--- config.mk ---
export PLATFORM = sky130hd
export DESIGN_NAME = tdm_demux_1x4
export DESIGN_NICKNAME = d
export VERILOG_FILES = /design/src/rtl/tdm_demux_1x4.sv
export SDC_FILE = /design/constraint.sdc
export NUM_CORES = 1
export LEC_CHECK = 0
export CAP_MARGIN = 0
export CORE_AREA = 3 3 40 42
export CTS_CLUSTER_DIAMETER = 150
export CTS_CLUSTER_SIZE = 20
export DETAILED_ROUTE_END_ITERATION = 6
export DIE_AREA = 0 0 43 45
export GPL_TIMING_DRIVEN = 0
export PLACE_DENSITY = 0.68
export SLEW_MARGIN = 20
export SYNTH_ARGS = -nofsm -noshare
export SYNTH_HDL_FRONTEND = slang
export SYNTH_SLANG_ARGS = --single-unit
export TNS_END_PERCENT = 50
--- constraint.sdc ---
create_clock -name clk -period 2.4 [get_ports clk]
set_input_delay 0.72 -clock clk [delete_from_list [all_inputs] [get_ports clk]]
set_output_delay 0.72 -clock clk [all_outputs]
set_load 0.02 [all_outputs]
--- src/rtl/tdm_demux_1x4.sv ---
// Purpose: receive side of a 4-slot TDM link; reassembles slots 0..3 into four channel registers.
// Latency: channel outputs and frame_valid update one cycle after the slot-3 beat.
// Backpressure: none; a beat is accepted on every din_valid cycle, and idle gaps simply hold state.
module tdm_demux_1x4 #(
    parameter int WIDTH = 1
) (
    input  logic             clk,
    input  logic             rst,
    input  logic [WIDTH-1:0] din,
    input  logic             din_valid,
    input  logic             sof,
    output logic [WIDTH-1:0] ch0,
    output logic [WIDTH-1:0] ch1,
    output logic [WIDTH-1:0] ch2,
    output logic [WIDTH-1:0] ch3,
    output logic             frame_valid,
    output logic             sync_err,
    output logic             locked
);

    typedef enum logic {
        HUNT = 1'b0,
        RECV = 1'b1
    } state_t;

    state_t           state;
    state_t           state_nxt;
    logic [1:0]       slot;
    logic [1:0]       slot_nxt;
    logic [WIDTH-1:0] shadow0;
    logic [WIDTH-1:0] shadow1;
    logic [WIDTH-1:0] shadow2;
    logic [WIDTH-1:0] shadow0_nxt;
    logic [WIDTH-1:0] shadow1_nxt;
    logic [WIDTH-1:0] shadow2_nxt;
    logic             load_frame;
    logic             err_nxt;

    // Next-state decode: slot sequencing, shadow capture, frame commit and framing errors.
    always_comb begin
        state_nxt   = state;
        slot_nxt    = slot;
        shadow0_nxt = shadow0;
        shadow1_nxt = shadow1;
        shadow2_nxt = shadow2;
        load_frame  = 1'b0;
        err_nxt     = 1'b0;

        case (state)
            HUNT: begin
                // Non-sof beats are ignored silently while searching for alignment.
                if (din_valid && sof) begin
                    shadow0_nxt = din;
                    slot_nxt    = 2'd1;
                    state_nxt   = RECV;
                end
            end
            RECV: begin
                if (din_valid) begin
                    if (slot == 2'd0) begin
                        if (sof) begin
                            shadow0_nxt = din;
                            slot_nxt    = 2'd1;
                        end else begin
                            // Expected a frame start but got a mid-frame beat: alignment lost.
                            err_nxt   = 1'b1;
                            state_nxt = HUNT;
                            slot_nxt  = 2'd0;
                        end
                    end else if (sof) begin
                        // Early sof: drop the partial frame and restart on this beat.
                        err_nxt     = 1'b1;
                        shadow0_nxt = din;
                        slot_nxt    = 2'd1;
                    end else begin
                        case (slot)
                            2'd1: begin
                                shadow1_nxt = din;
                                slot_nxt    = 2'd2;
                            end
                            2'd2: begin
                                shadow2_nxt = din;
                                slot_nxt    = 2'd3;
                            end
                            default: begin
                                // Slot 3 completes the frame; slot 3 data goes straight to ch3.
                                load_frame = 1'b1;
                                slot_nxt   = 2'd0;
                            end
                        endcase
                    end
                end
            end
            default: begin
                state_nxt = HUNT;
                slot_nxt  = 2'd0;
            end
        endcase
    end

    // State, slot counter and shadow registers.
    always_ff @(posedge clk) begin
        if (rst) begin
            state   <= HUNT;
            slot    <= 2'd0;
            shadow0 <= '0;
            shadow1 <= '0;
            shadow2 <= '0;
        end else begin
            state   <= state_nxt;
            slot    <= slot_nxt;
            shadow0 <= shadow0_nxt;
            shadow1 <= shadow1_nxt;
            shadow2 <= shadow2_nxt;
        end
    end

    // Channel outputs commit all four slots together so they are never partially updated.
    always_ff @(posedge clk) begin
        if (rst) begin
            ch0 <= '0;
            ch1 <= '0;
            ch2 <= '0;
            ch3 <= '0;
        end else if (load_frame) begin
            ch0 <= shadow0;
            ch1 <= shadow1;
            ch2 <= shadow2;
            ch3 <= din;
        end
    end

    // Registered status pulses; the decode never raises both in the same cycle.
    always_ff @(posedge clk) begin
        if (rst) begin
            frame_valid <= 1'b0;
            sync_err    <= 1'b0;
        end else begin
            frame_valid <= load_frame;
            sync_err    <= err_nxt;
        end
    end

    assign locked = (state == RECV);

endmodule

=== Word level (Yosys, flattened, before mapping) ===
Index checks and enable logic that the tools add are counted.

* Flip-flop bits (word level): 12

* Equal/unequal tests: 5
* Mux-type cells: 23
* Bitwise gates (word level): 4
* Reduce and logical (&&, ||, !) cells: 8

{| class="wikitable"
|+ Operators by type and width
! cell !! number
|-
| two-way mux 1 bit || 15
|-
| AND reduction 5 bit || 2
|-
| two-way mux 2 bit || 4
|-
| case mux 2 bit (2 select lines) || 2
|-
| != test 2 bit, second input constant || 3
|-
| inverter 1 bit || 4
|-
| case mux 1 bit (2 select lines) || 2
|-
| AND reduction 3 bit || 1
|-
| OR reduction 3 bit || 1
|-
| equality test 2 x 1 -> 1 bit, second input constant || 1
|-
| equality test 2 bit, second input constant || 1
|-
| logical NOT 2 bit || 1
|-
| AND reduction 2 bit || 1
|-
| OR reduction 2 bit || 1
|-
| logical AND 1 bit || 1
|}

=== Depth between registers and ports, before layout ===
Gate-level depths: netlist of run 1.

* Depth in word-level cells: 7
* Mapped depth: 6

=== Worst setup path before layout of run 1 ===
No wires, ideal clock.

* Path type: input to register
* From: input din_valid
* To: register ch3
* Library setup time: 0.119 ns
* Arrival time: 1.492 ns
* Data required time: 2.281 ns
* Path slack: 0.789 ns
* Cell stages on the path: 4
* Buffers on the path: 1
* Path through: buf_4 nand2_2 or4_4 mux2i_1

* Longest elaborated chain between the ends: 2

{| class="wikitable"
|+ RTL lines
! item !! RTL line !! text
|-
| start, declared || 10 || <nowiki>input logic din_valid,</nowiki>
|-
| two-way mux 1 bit || 59 || <nowiki>if (din_valid) begin</nowiki>
|-
| two-way mux 1 bit || 49 || <nowiki>case (state)</nowiki>
|-
| end signal, assigned || 129 || <nowiki>ch3 <= din;</nowiki>
|-
| end, declared || 15 || <nowiki>output logic [WIDTH-1:0] ch3,</nowiki>
|}

No other way between the ends.
A chain may end at the register's enable or synchronous reset.

=== Worst setup path in the final report of run 1 ===
* From: register state, in the netlist locked
* To: output locked

{| class="wikitable"
|+ RTL lines
! item !! RTL line !! text
|-
| start, declared || 26 || <nowiki>state_t state;</nowiki>
|-
| start signal, assigned || 110 || <nowiki>state <= state_nxt;</nowiki>
|-
| end, declared || 18 || <nowiki>output logic locked</nowiki>
|}

No word-level cell between the ends.

==> results of run 1 <==
through the flow:
stage	power, µW	hold slack, ns	utilization, %	setup WS, ns	cell area, µm²
after floorplan	237	0.437	-	0.789	561
after global placement	253	0.448	52.9	0.305	679
after detailed placement	253	0.468	52.9	0.284	679
after CTS	419	0.478	55.7	0.300	716
after global routing	429	0.493	55.7	0.260	716
final	413	0.468	55.7	0.300	716
routing by layer:
metal  vias to the layer above  routed length [µm]
met5                         -                   0
met4                         0                  37
met3                         6                  60
met2                        11                 444
met1                       184                 473
li1                        223                   -
worst max path at each step:
| stage | from | endpoint | slack, ns | cells after the start |
|---|---|---|---|---|
| after floorplan | din_valid | ch3 | 0.79 | 4 |
| after global placement | sof | ch3 | 0.30 | 3 |
| after detailed placement | sof | ch3 | 0.28 | 3 |
| after CTS | locked | locked | 0.30 | 1 |
| after global routing | locked | locked | 0.26 | 1 |
| final | locked | locked | 0.30 | 1 |
layout by cell type, fill, tap and decap left out:
cell type	n
inv_1	4
mux2i_1	6
nand4b_1	1
dfxtp_1	12
nand2_2	1
clkbuf_1	1
o21ai_0	1
nand2b_1	8
nor2_1	1
a221oi_1	1
or4_4	1
clkbuf_4	3
clkdlybuf4s50_1	10
ha_1	5
nor3b_1	1
buf_4	1
a21oi_1	4
nand2_1	3
a311oi_1	1
nor4_2	1
nand4_1	2
clkbuf_8	1
nand3_1	1
logic make-up after synthesis:
logic type	count (synthesis)	share of synthesized area [%]
flip-flops	12	42.9
AO/OA/AOI/OAI	7	7.59
multiplexers	6	10.7
buffers and inverters	6	4.69
adder cells (fa/ha/maj)	5	11.2
AND/OR/NAND/NOR	20	23.0
layout make-up:
cell class                      count  share of cell area (%)
Buffer                              2                    1.57
Clock buffer                        4                    5.07
Inverter                            4                    2.10
Multi-Input combinational cell     38                    41.1
Sequential cell                    12                    33.6
Tap cell                           15                    2.62
Timing Repair Buffer               10                    14.0
report_power, final:
part           leakage, µW  switching, µW  internal [µW]
clock network    0.0000210           72.6           92.4
logic             0.000172           22.6           19.3
registers        0.0000973           3.41            203
worst min-delay path, delay by kind of cell, from the launching register on:
kind             cells  cell delay [ns]
flip-flops           1             0.32
AO/OA/AOI/OAI        1             0.06
AND/OR/NAND/NOR      1             0.05
sequential cells by signal, summed over array words and instances, names as in the netlist:
signal,cells
slot,2
ch2,1
ch3,1
shadow0,1
shadow1,1
sync_err,1
ch0,1
ch1,1
shadow2,1
frame_valid,1
locked,1
==> results.sh, run 1 <==
export IMPL_register_area_um2=240
export IMPL_cts_root_buf="clkbuf_4"
export IMPL_diodes=0
export IMPL_p_leak_uw=0.000290
export IMPL_areaGrowthSynthToFinish_pct=27.7
export IMPL_fin_tns_setup_ns=0
export IMPL_ff2ff_setup_slack_ns=0.88
export IMPL_numPlacedInstances=81
export IMPL_final_antenna_net_count=0
export IMPL_hold_start="shadow0"
export IMPL_min_to="shadow0"
export IMPL_yosysTopAreaCellShare_pct=42.9
export IMPL_cts_hold_buf=0
export IMPL_maxSlewViolCount=0
export IMPL_yosys_area_top_type="dfxtp_1"
export IMPL_top_usage_layer="met2"
export IMPL_dp_hpwl_um=757
export IMPL_grt_use_met3_pct=2.79
export IMPL_worst_setup_path_type="flop to output pin"
export IMPL_fin_cells=85
export IMPL_routed_wl_um=1020
export IMPL_synthTopCellsByArea="dfxtp_1 43%, ha_1 11%, mux2i_1 11%, nand2b_1 8.9%, a21oi_1 3.6%"
export IMPL_synth_ff_type="dfxtp_1"
export IMPL_avgViaCountPerCell=4.99
export IMPL_synth_edf_count=0
export IMPL_multi_input_area_um2=294
export IMPL_die_h_um=45
export IMPL_dr_pass1_iters=4
export IMPL_cap_violations=0
export IMPL_cts_tree="done"
export IMPL_period_share_pct=87.5
export IMPL_grt_max_degree=11
export IMPL_syn_area_um2=561
export IMPL_cts_clk_slew_worst_paths_ns=0.08
export IMPL_min_path_cells=2
export IMPL_rows=13
export IMPL_cts_sinks=12
export IMPL_worstMarginPinSlew_ns=0.382
export IMPL_h_tree_depth=1
export IMPL_dieArea_mm2=0.00194
export IMPL_slew_headroom_pct=74.6
export IMPL_finalClockSkew_ns=0.00280
export IMPL_holdCritPathClass="flop to flop"
export IMPL_fmax_mhz=476
export IMPL_netlist_instances=56
export IMPL_cts_setup_buffers=0
export IMPL_status="completed"
export IMPL_nNetsFinal=81
export IMPL_yosysMostFrequentCell="dfxtp_1"
export IMPL_ys_seq_area_share_pct=42.9
export IMPL_slowest_delay_ns=0.65
export IMPL_peakVddDrop_mv=0.273
export IMPL_gp_congestion=0.883
export IMPL_crit_path_end_kind="output pin"
export IMPL_core_mm2=0.00128
export IMPL_synth_seq_cells=12
export IMPL_antenna_found_initial=0
export IMPL_cts_resized=0
export IMPL_num_fill_cells=122
export IMPL_synthTopCellsByCount="12 x dfxtp_1, 8 x nand2b_1, 6 x mux2i_1"
export IMPL_required_ns=1.68
export IMPL_async_flop_share_pct=0
export IMPL_ys_types=20
export IMPL_grt_use_total_pct=12.2
export IMPL_drc=0
export IMPL_p_per_area_mw_per_mm2=577
export IMPL_cts_made_buffers=3
export IMPL_crit_chain="clkdlybuf4s50_1"
export IMPL_wire_per_inst_um=12.0
export IMPL_grt_pass1_wl_um=1690
export IMPL_grt_overflow=0
export IMPL_r2r_end="ch1"
export IMPL_grt_use_met1_pct=15.5
export IMPL_grt_pass1_vias=391
export IMPL_final_layout_size_suffix_gt1_share_pct=11.4
export IMPL_vias=424
export IMPL_avgSynthCellArea_um2=10.0
export IMPL_crit_buf_inv=1
export IMPL_io_pins=12
export IMPL_grt_use_met2_pct=17.1
export IMPL_crit_family="buffers and inverters"
export IMPL_drtIter0Drc=4
export IMPL_die_width_um=43
export IMPL_portBuffers=10
export IMPL_cp_data_arrival_time_ns=1.38
export IMPL_crit_slowest_cell="clkdlybuf4s50_1"
export IMPL_hold_violations=0
export IMPL_rr_startpoint="slot[0]"
export IMPL_initial_core_util_pct=43.6
export IMPL_yosysWarnings=0
export IMPL_rsz0062_at_grt="false"
export IMPL_syn_nets=66
export IMPL_setup_violations=0
export IMPL_start_kind="flop"
export IMPL_period_minus_slack_ns=2.10
export IMPL_path_max_fanout=7
export IMPL_worstSkewPairLatency_ns=0.28
export IMPL_cts_buffer_depth=2
export IMPL_ff2ff_path_depth=4
Note: power is estimated with default switching activity, not from simulation.
==> inputs of run 2 (changes only) <==
Settings changed: HOLD_SLACK_MARGIN from default to 0.15, PLACE_DENSITY 0.68 to default, PLACE_DENSITY_LB_ADDON from default to 0.25.
==> results.sh, run 2 (same netlist as run 1, synthesis figures left out) <==
export IMPL_initial_core_util_pct=43.6
export IMPL_die_width_um=43
export IMPL_cts_clk_slew_worst_paths_ns=0.08
export IMPL_worst_setup_path_type="flop to output pin"
export IMPL_cts_tree="done"
export IMPL_die_h_um=45
export IMPL_fmax_mhz=474
export IMPL_period_minus_slack_ns=2.11
export IMPL_antenna_found_initial=0
export IMPL_grt_overflow=0
export IMPL_cts_sinks=12
export IMPL_avgViaCountPerCell=5.18
export IMPL_dp_hpwl_um=744
export IMPL_finalClockSkew_ns=0.00222
export IMPL_portBuffers=10
export IMPL_regMostFlops="slot"
export IMPL_hold_violations=0
export IMPL_cts_made_buffers=3
export IMPL_worstMarginPinSlew_ns=0.384
export IMPL_cts_root_buf="clkbuf_4"
export IMPL_rsz0062_at_grt="false"
export IMPL_rows=13
export IMPL_final_antenna_net_count=0
export IMPL_gp_congestion=0.842
export IMPL_maxSlewViolCount=0
export IMPL_slowest_delay_ns=0.65
export IMPL_io_pins=12
export IMPL_dr_pass1_iters=2
export IMPL_crit_path_end="locked"
export IMPL_p_leak_uw=0.000290
export IMPL_h_tree_depth=1
export IMPL_fin_ws_ns=0.289
export IMPL_setup_violations=0
export IMPL_required_ns=1.68
export IMPL_cts_buffer_depth=2
export IMPL_peakVddDrop_mv=0.300
export IMPL_cts_resized=0
export IMPL_cts_hold_buf=0
export IMPL_fin_tns_setup_ns=0
export IMPL_path_max_fanout=7
export IMPL_grt_pass1_vias=406
export IMPL_status="completed"
export IMPL_routed_wl_um=986
export IMPL_cp_startpoint="locked"
export IMPL_crit_path_end_kind="output pin"
export IMPL_grt_pass1_wl_um=1690
export IMPL_cp_data_arrival_time_ns=1.39
export IMPL_crit_slowest_cell="clkdlybuf4s50_1"
export IMPL_final_common_cell="dfxtp_1"
export IMPL_core_mm2=0.00128
export IMPL_largest_reg_flops=2
export IMPL_top_usage_layer="met2"
export IMPL_most_common_layout_cells="12 x dfxtp_1, 10 x clkdlybuf4s50_1, 8 x nand2b_1"
export IMPL_cap_violations=0
export IMPL_final_layout_size_suffix_gt1_share_pct=11.4
export IMPL_grt_max_degree=11
export IMPL_crit_chain="clkdlybuf4s50_1"
export IMPL_worstSkewPairLatency_ns=0.28
export IMPL_dp_slack_ns=0.312
export IMPL_grt_use_met1_pct=14.1
export IMPL_utilization_pct=55.7
export IMPL_grt_use_total_pct=12.4
export IMPL_nNetsFinal=81
export IMPL_grt_use_met3_pct=2.39
export IMPL_p_per_area_mw_per_mm2=580
export IMPL_r2r_end="ch3"
export IMPL_cts_setup_buffers=0
export IMPL_vias=440
export IMPL_crit_buf_inv=1
export IMPL_period_share_pct=88.0
export IMPL_areaGrowthSynthToFinish_pct=27.7
export IMPL_diodes=0
export IMPL_drtIter0Drc=13
export IMPL_slew_headroom_pct=74.2
export IMPL_crit_family="buffers and inverters"
export IMPL_start_kind="flop"
export IMPL_holdCritPathClass="flop to flop"
export IMPL_dieArea_mm2=0.00194
export IMPL_drc=0
export IMPL_ff2ff_setup_slack_ns=0.89
export IMPL_ff2ff_path_depth=4
export IMPL_rr_startpoint="slot[0]"
export IMPL_grt_use_met2_pct=18.9
export IMPL_worst_path_stages=1
export IMPL_wire_per_inst_um=11.6
## run 2: cell counts in the layout (fill, tap and decap cells not counted)
Identical to the previous run, type by type.
## run 2: how the worst min path moves through the flow
stage / from / endpoint / slack (ns) / cells past startpoint
floorplan: shadow0 / shadow0 / 0.44 / 2
global placement: shadow0 / shadow0 / 0.45 / 2
detailed placement: shadow0 / shadow0 / 0.46 / 2
CTS: shadow0 / shadow0 / 0.47 / 2
global route: shadow0 / shadow0 / 0.48 / 2
finish: shadow0 / shadow0 / 0.47 / 2
## run 2: worst min-delay path, cell delays in order (launching register included)
cell     delay, ns
dfxtp_1       0.32
nand2_1       0.06
a21oi_1       0.06
## run 2: area by class of cell
type	instances	area [µm²]
Fill cell	119	569
Multi-Input combinational cell	38	294
Sequential cell	12	240
Timing Repair Buffer	10	100
Clock buffer	4	36.3
Tap cell	15	18.8
Inverter	4	15.0
Buffer	2	11.3
## run 2: layer usage
| layer | vias to the layer above | wire length, µm |
|---|---|---|
| met1 | 201 | 491 |
| met5 | - | 0 |
| met4 | 0 | 38 |
| met3 | 5 | 37 |
| li1 | 222 | - |
| met2 | 12 | 419 |
## run 2: report_power, final
group | internal [µW] | total (µW) | leakage (µW) | switching [µW]
sequential | 203 | 206 | 0.0000973 | 3.54
combinational | 19.5 | 42.2 | 0.000172 | 22.7
clock | 92.4 | 166 | 0.0000210 | 74.1
## run 2: metrics by stage
| step | instances | total power [µW] | area (µm²) | hold WS, ns |
|---|---|---|---|---|
| after floorplan | 56 | 237 | 561 | 0.437 |
| after global placement | 81 | 253 | 679 | 0.452 |
| after detailed placement | 81 | 253 | 679 | 0.461 |
| after CTS | 85 | 421 | 716 | 0.473 |
| after global routing | 85 | 432 | 716 | 0.483 |
| final | 85 | 415 | 716 | 0.473 |
